### src/rtl/ysyx_22050550_ifu_if.sv
// Decode-side handshake of the instruction fetch unit.
// The IFU is master: it offers {pc, instr}, decode answers with ready.
interface ysyx_22050550_ifu_if #(
   parameter int PC_W   = 64,
   parameter int INST_W = 32
);
   logic              out_valid;
   logic              out_ready;
   logic [PC_W-1:0]   out_pc;
   logic [INST_W-1:0] out_instr;

   modport master (
      output out_valid, out_pc, out_instr,
      input  out_ready
   );
   modport slave (
      input  out_valid, out_pc, out_instr,
      output out_ready
   );
endinterface

### src/rtl/ysyx_22050550_ifu.sv
// Instruction fetch unit: owns the PC, reads the ROM, and buffers
// {pc, instr} pairs for decode. Handles redirects and ebreak halting.
module ysyx_22050550_ifu #(
   parameter int              PC_W       = 64,
   parameter int              INST_W     = 32,
   parameter logic [PC_W-1:0] RESET_PC   = 64'h8000_0000,
   parameter int              FIFO_DEPTH = 2
) (
   input  logic                clk,
   input  logic                rst_n,
   input  logic                fetch_en,
   output logic [PC_W-1:0]     instr_addr,
   input  logic [INST_W-1:0]   instr_i,
   input  logic                redirect_valid,
   input  logic [PC_W-1:0]     redirect_target,
   ysyx_22050550_ifu_if.master dec,
   output logic                misalign,
   output logic                halted
);
   localparam int AW = (FIFO_DEPTH > 1) ? $clog2(FIFO_DEPTH) : 1;
   localparam int CW = $clog2(FIFO_DEPTH + 1);
   localparam logic [CW-1:0]     FULL_C  = CW'(FIFO_DEPTH);
   localparam logic [AW-1:0]     PTR_ONE = AW'(1);
   localparam logic [PC_W-1:0]   PC_STEP = PC_W'(4);
   localparam logic [INST_W-1:0] EBREAK  = INST_W'(32'h0010_0073);

   typedef enum logic [1:0] {IDLE, RUN, DRAIN, HALT} state_e;

   state_e            state_q, state_d;
   logic [PC_W-1:0]   pc_q, pc_d;
   logic [CW-1:0]     cnt_q, cnt_d;
   logic [AW-1:0]     wr_q, wr_d;
   logic [AW-1:0]     rd_q, rd_d;
   logic              mis_q, mis_d;
   logic              halt_q, halt_d;
   logic [PC_W-1:0]   pc_mem_q  [FIFO_DEPTH];
   logic [INST_W-1:0] ins_mem_q [FIFO_DEPTH];

   logic              push, pop, redir, valid;
   logic [PC_W-1:0]   tgt;
   logic [INST_W-1:0] head_instr;

   assign tgt        = {redirect_target[PC_W-1:2], 2'b00};
   assign head_instr = ins_mem_q[rd_q];
   assign valid      = (cnt_q != '0) && (state_q != HALT);
   // Redirects only act on a running pipe; HALT ignores them.
   assign redir      = redirect_valid &&
                       (state_q == RUN || state_q == DRAIN);
   // A redirect squashes the head, so it never counts as popped.
   assign pop        = valid && dec.out_ready && !redir;
   // Fullness uses the registered count: a pop frees no slot this cycle.
   assign push       = (state_q == RUN) && !redirect_valid &&
                       (cnt_q < FULL_C);

   assign instr_addr    = pc_q;
   assign dec.out_valid = valid;
   assign dec.out_pc    = pc_mem_q[rd_q];
   assign dec.out_instr = head_instr;
   assign misalign      = mis_q;
   assign halted        = halt_q;

   // Next-state: FSM, PC, FIFO pointers and sticky flags.
   always_comb begin
      state_d = state_q;
      pc_d    = pc_q;
      cnt_d   = cnt_q + CW'(push) - CW'(pop);
      wr_d    = push ? wr_q + PTR_ONE : wr_q;
      rd_d    = pop ? rd_q + PTR_ONE : rd_q;
      mis_d   = mis_q;
      halt_d  = halt_q;
      unique case (state_q)
         IDLE: begin
            if (redirect_valid) pc_d = tgt;
            if (fetch_en) state_d = RUN;
         end
         RUN: begin
            if (push) begin
               pc_d = pc_q + PC_STEP;
               if (instr_i == EBREAK) state_d = DRAIN;
            end
         end
         DRAIN: begin
            if (pop && head_instr == EBREAK) begin
               halt_d  = 1'b1;
               state_d = HALT;
            end
         end
         HALT:    state_d = HALT;
         default: state_d = IDLE;
      endcase
      if (redir) begin
         cnt_d   = '0;
         wr_d    = rd_q;
         rd_d    = rd_q;
         pc_d    = tgt;
         state_d = RUN;
         if (redirect_target[1:0] != 2'b00) mis_d = 1'b1;
      end
   end

   // Control and status registers.
   always_ff @(posedge clk) begin
      if (!rst_n) begin
         state_q <= IDLE;
         pc_q    <= RESET_PC;
         cnt_q   <= '0;
         wr_q    <= '0;
         rd_q    <= '0;
         mis_q   <= 1'b0;
         halt_q  <= 1'b0;
      end else begin
         state_q <= state_d;
         pc_q    <= pc_d;
         cnt_q   <= cnt_d;
         wr_q    <= wr_d;
         rd_q    <= rd_d;
         mis_q   <= mis_d;
         halt_q  <= halt_d;
      end
   end

   // FIFO storage; cleared on reset so the head reads as zero.
   always_ff @(posedge clk) begin
      if (!rst_n) begin
         for (int i = 0; i < FIFO_DEPTH; i++) begin
            pc_mem_q[i]  <= '0;
            ins_mem_q[i] <= '0;
         end
      end else if (push) begin
         pc_mem_q[wr_q]  <= pc_q;
         ins_mem_q[wr_q] <= instr_i;
      end
   end
endmodule

### src/flat_wrapper.sv
// flat-port wrapper written by rule: the top's interface ports become plain ports
module ysyx_22050550_ifu_flat 
#(
   parameter int              PC_W       = 64,
   parameter int              INST_W     = 32,
   parameter logic [PC_W-1:0] RESET_PC   = 64'h8000_0000,
   parameter int              FIFO_DEPTH = 2
)
  (clk, rst_n, fetch_en, instr_addr, instr_i, redirect_valid, redirect_target, misalign, halted, dec_out_valid, dec_out_pc, dec_out_instr, dec_out_ready);
  ysyx_22050550_ifu_if #(.PC_W(PC_W), .INST_W(INST_W)) dec_i ();
  input  logic clk;
  input  logic rst_n;
  input  logic fetch_en;
  output logic [PC_W-1:0] instr_addr;
  input  logic [INST_W-1:0] instr_i;
  input  logic redirect_valid;
  input  logic [PC_W-1:0] redirect_target;
  output logic misalign;
  output logic halted;
  output wire logic [$bits(dec_i.out_valid)-1:0] dec_out_valid;
  output wire logic [$bits(dec_i.out_pc)-1:0] dec_out_pc;
  output wire logic [$bits(dec_i.out_instr)-1:0] dec_out_instr;
  input wire logic [$bits(dec_i.out_ready)-1:0] dec_out_ready;
  assign dec_out_valid = dec_i.out_valid;
  assign dec_out_pc = dec_i.out_pc;
  assign dec_out_instr = dec_i.out_instr;
  assign dec_i.out_ready = dec_out_ready;
  ysyx_22050550_ifu #(.PC_W(PC_W), .INST_W(INST_W), .RESET_PC(RESET_PC), .FIFO_DEPTH(FIFO_DEPTH)) u_core (.clk(clk), .rst_n(rst_n), .fetch_en(fetch_en), .instr_addr(instr_addr), .instr_i(instr_i), .redirect_valid(redirect_valid), .redirect_target(redirect_target), .dec(dec_i), .misalign(misalign), .halted(halted));
endmodule
### config.mk
export PLATFORM = sky130hd
export DESIGN_NAME = ysyx_22050550_ifu_flat
export DESIGN_NICKNAME = d
export VERILOG_FILES = /design/src/rtl/ysyx_22050550_ifu_if.sv /design/src/rtl/ysyx_22050550_ifu.sv /design/src/flat_wrapper.sv
export SDC_FILE = /design/constraint.sdc
export NUM_CORES = 1
export LEC_CHECK = 0
export ABC_AREA = 1
export BUFFER_PORTS_ARGS = -buffer_cell sky130_fd_sc_hd__clkbuf_2
export CAP_MARGIN = 30
export CORE_MARGIN = 2
export CORE_UTILIZATION = 28
export CTS_CLUSTER_DIAMETER = 50
export CTS_CLUSTER_SIZE = 25
export DETAILED_ROUTE_END_ITERATION = 10
export PLACE_DENSITY = 0.48
export SLEW_MARGIN = 10
export SYNTH_ARGS = -nofsm -noshare
export SYNTH_HDL_FRONTEND = slang
export SYNTH_SLANG_ARGS = --single-unit
### constraint.sdc
create_clock -name clk -period 5.3 [get_ports clk]
set_input_delay 0.265 -clock clk [delete_from_list [all_inputs] [get_ports clk]]
set_output_delay 0.265 -clock clk [all_outputs]
set_load 0.02 [all_outputs]
==> run_results.csv <==
group,metric,value,unit
floorplanning,core_area,50100,um2
timing,fin_setup_tns,0,ns
worst_setup_path,startpoint_type,"register",
layout,utilization,0.347,
timing,grt_setup_unrepaired,"no",
floorplanning,core.rowCount,82,
worst_setup_path,path_class,"register to register",
layout,layout_common_cells,"nand2_1, nor2_1, clkbuf_2",
worst_setup_path,rrSetupSlack,2.54,ns
timing,fmax,363,MHz
yosys,syn-num-nets,1961,
clocking,cts_made_buffers,36,
timing,setup_viol,0,
routing,ant_nets,0,
floorplanning,start_util,0.283,
yosys,synth-edff-count,192,
floorplanning,die_h,229,um
layout,final_common_cell,"nand2_1",
yosys,synthesis.instances,1851,
outcome,status,"finished, final reports clean",
placed_design,port_buffers,263,
yosys,synth-simple-area-share,0.327,
yosys,synthXorXnorAreaFrac,0.0111,
placed_design,dpl.cell_count,2720,
power_and_ir_drop,power.total,9.21,mW
worst_setup_path,cp-end-kind,"register",
yosys,netlist_area,14200,um2
layout,n_fill_cell,5411,
layout,drive_above_1_share,0.195,
timing,post-route-min-period,2.76,ns
job,cap_violations,0,
yosys,synthArstFlopShare,0,
clocking,clk_path_buf_depth,3,
clocking,clock_latency,0.56,ns
timing,skew,0.0230,ns
worst_setup_path,worstPathArrival,3.25,ns
timing,slew_viol_final,0,
routing,post-route-drc-count,0,
layout,n_antenna_cell,0,
layout,final_cells,2790,
layout,finalInstanceArea,17400,um2
layout,final_nets,2200,
floorplanning,fp.dieArea,52400,um2
placed_design,dpl.hpwl,36.7,mm
yosys,synthAdderAreaFrac,0.00795,
yosys,synth_seq_area_share,0.510,
worst_setup_path,worstPathRequired,5.80,ns
routing,drtIter0Drc,839,
grt,grt_max_degree,97,
floorplanning,boundaryPins,264,
worst_setup_path,crit_path_end,"u_core.instr_addr[10]$_SDFFE_PN0P_",
clocking,path_clk_slew,0.07,ns
placed_design,place_congestion,0.923,
routing,wl_per_cell,18.2,um
yosys,synth_top_family_by_area,"simple AND/OR/NAND/NOR gates",
layout,area_growth,22.5,%
yosys,avgSynthCellArea,7.65,um2
worst_hold_path,hold_class,"input port to register",
grt,grt.overflow.total,0,
worst_setup_path,crit_buf_inv,3,
routing,first_pass_iters,8,
worst_setup_path,rr_worst_depth,9,
worst_setup_path,path_cells,"inv_1 -> ha_1 -> nand2_1 -> inv_2 -> nor2_4 -> inv_2 -> o21ai_0 -> o21ai_0 -> a21oi_1",
grt,grtUsageTotal,0.191,
clocking,cts_htree_levels,2,
worst_setup_path,worstPathMaxFanout,35,
clocking,cts_setup_buffers,0,
placed_design,postPlaceCellArea,16100,um2
routing,totalWireLength,50.9,mm
worst_setup_path,r2r-start,"u_core.state_q[0]$_SDFFE_PN0P_",
timing,hold_viol,0,
yosys,synth_compound_area_frac,0.0510,
grt,antenna_found_initial,0,
yosys,synth_ff_type,"edfxtp_1",
yosys,ys_seq_elements,265,
floorplanning,fp.dieW,229,um
yosys,synth_top_cell_area_share,0.407,
routing,num_vias,12800,
yosys,synth.area.top_cells,"edfxtp_1, nand2_1, dfxtp_1",
power_and_ir_drop,ir_worst_vdd,0.000314,V
grt,grt_pass1_wl,76.1,mm
yosys,yosysWarnings,0,
worst_setup_path,max_stage_delay,0.54,ns
power_and_ir_drop,leakage,7.61,nW
worst_setup_path,worst-path-stages,9,
yosys,synthMuxAreaShare,0,
grt,grt_pass1_vias,12400,
timing,worstMarginPinSlew,0.885,ns
worst_setup_path,crit_path_start,"u_core.state_q[0]$_SDFFE_PN0P_",
routing,via_per_inst,4.59,
worst_setup_path,r2r-end,"u_core.instr_addr[10]$_SDFFE_PN0P_",
clocking,cts_tree,"done",
clocking,cts-root-buf,"clkbuf_16",
timing,slew_headroom,0.410,
yosys,synth_area_leader_cell,"edfxtp_1",
clocking,cts.sinks,265,
yosys,synth.distinct_cells,44,
worst_setup_path,crit_family,"buffers and inverters",
power_and_ir_drop,power_density,531,nW/um2
timing,period_share,0.520,
worst_setup_path,slowest_stage,"nor2_4",
==> cells by family (layout without fill, tap and decap cells) <==
logic type	after synthesis	after routing
compound gates	133	133
flops	265	265
xor+xnor	18	18
simple gates	1104	1104
buf+inv	322	589
fa+ha+maj	9	9
==> how the worst min path moves through the flow <==
stage                                            start                                  to  depth (start not counted)
final                              redirect_target[28]  u_core.instr_addr[28]$_SDFFE_PN0P_                          3
after global routing               redirect_target[28]  u_core.instr_addr[28]$_SDFFE_PN0P_                          3
after floorplan                     redirect_target[2]   u_core.instr_addr[2]$_SDFFE_PN0P_                          2
after detailed placement    u_core.halted$_SDFFE_PN0P_          u_core.halted$_SDFFE_PN0P_                          2
after global placement    u_core.misalign$_SDFFE_PN0P_        u_core.misalign$_SDFFE_PN0P_                          2
after CTS                           redirect_target[8]   u_core.instr_addr[8]$_SDFFE_PN0P_                          5
==> layout make-up <==
cell class,count,area (um2),area share
flip-flops and latches,265,7230,0.417
multi-input cells,1264,5690,0.328
repair buffers,274,1420,0.0819
well taps,672,841,0.0484
clock inverters,27,272,0.0156
clock buffers,39,955,0.0550
inverters,249,945,0.0544
==> metal layers <==
layer  GRT usage  share of wire  up-vias
met3      0.0405          0.065       62
met1       0.253           0.45     5983
met2       0.319           0.47      416
met4      0.0463          0.022        0
li1            -              -     6344
met5           0              0        -
==> power by group <==
group / internal (mW) / total [mW] / switching, mW
Clock: 1.44 / 2.48 / 1.03
Combinational: 0.977 / 3.53 / 2.55
Sequential: 2.65 / 3.21 / 0.562
==> flip-flops by register name, indices dropped and copies added, names as in the netlist, named ones only <==
signal,count
u_core.state_q,2
u_core.misalign,1
u_core.halted,1
u_core.cnt_q,2
u_core.pc_mem_q,128
u_core.rd_q,1
u_core.instr_addr,64
u_core.ins_mem_q,64
u_core.wr_q,1
==> Yosys cell counts (3+ instances only) <==
cell type	instances
inv_2	13
dfxtp_1	73
a21oi_1	62
nand3_1	84
o31ai_1	3
nor3_1	22
nor3_2	4
nor2_2	14
buf_1	7
nor2_4	7
buf_2	16
edfxtp_1	192
or2_2	5
xor2_1	17
clkbuf_1	43
nand4_1	40
ha_1	9
inv_1	232
o21ai_0	42
nand3_2	3
o211ai_1	4
o21ai_1	9
nor2_1	377
buf_6	4
nand2_2	16
a211oi_1	5
nand2_1	523
==> repair_timing <==
| item | 4_1_cts | 5_1_grt |
|---|---|---|
| endpoints found under the hold margin | 3 | 0 |
| hold buffers | 4 | 0 |
| resized for setup | 0 | 0 |
==> through the flow <==
stage,worst slack (ns),hold WS [ns]
finish,2.54,0.0494
global route,2.25,0.0304
CTS,2.49,0.0147
detailed placement,2.52,0.441
global placement,2.61,0.443
floorplan,1.32,0.425
==> worst register-to-register path: cells and delay by family (launching register included) <==
family	cells	cell delay [ns]
flip-flops	1	0.42
buffers and inverters	3	0.67
AND/OR/NAND/NOR	2	0.67
adder cells (fa/ha/maj)	1	0.32
AO/OA/AOI/OAI	3	0.63
Note: power is estimated with default switching activity, not from simulation.
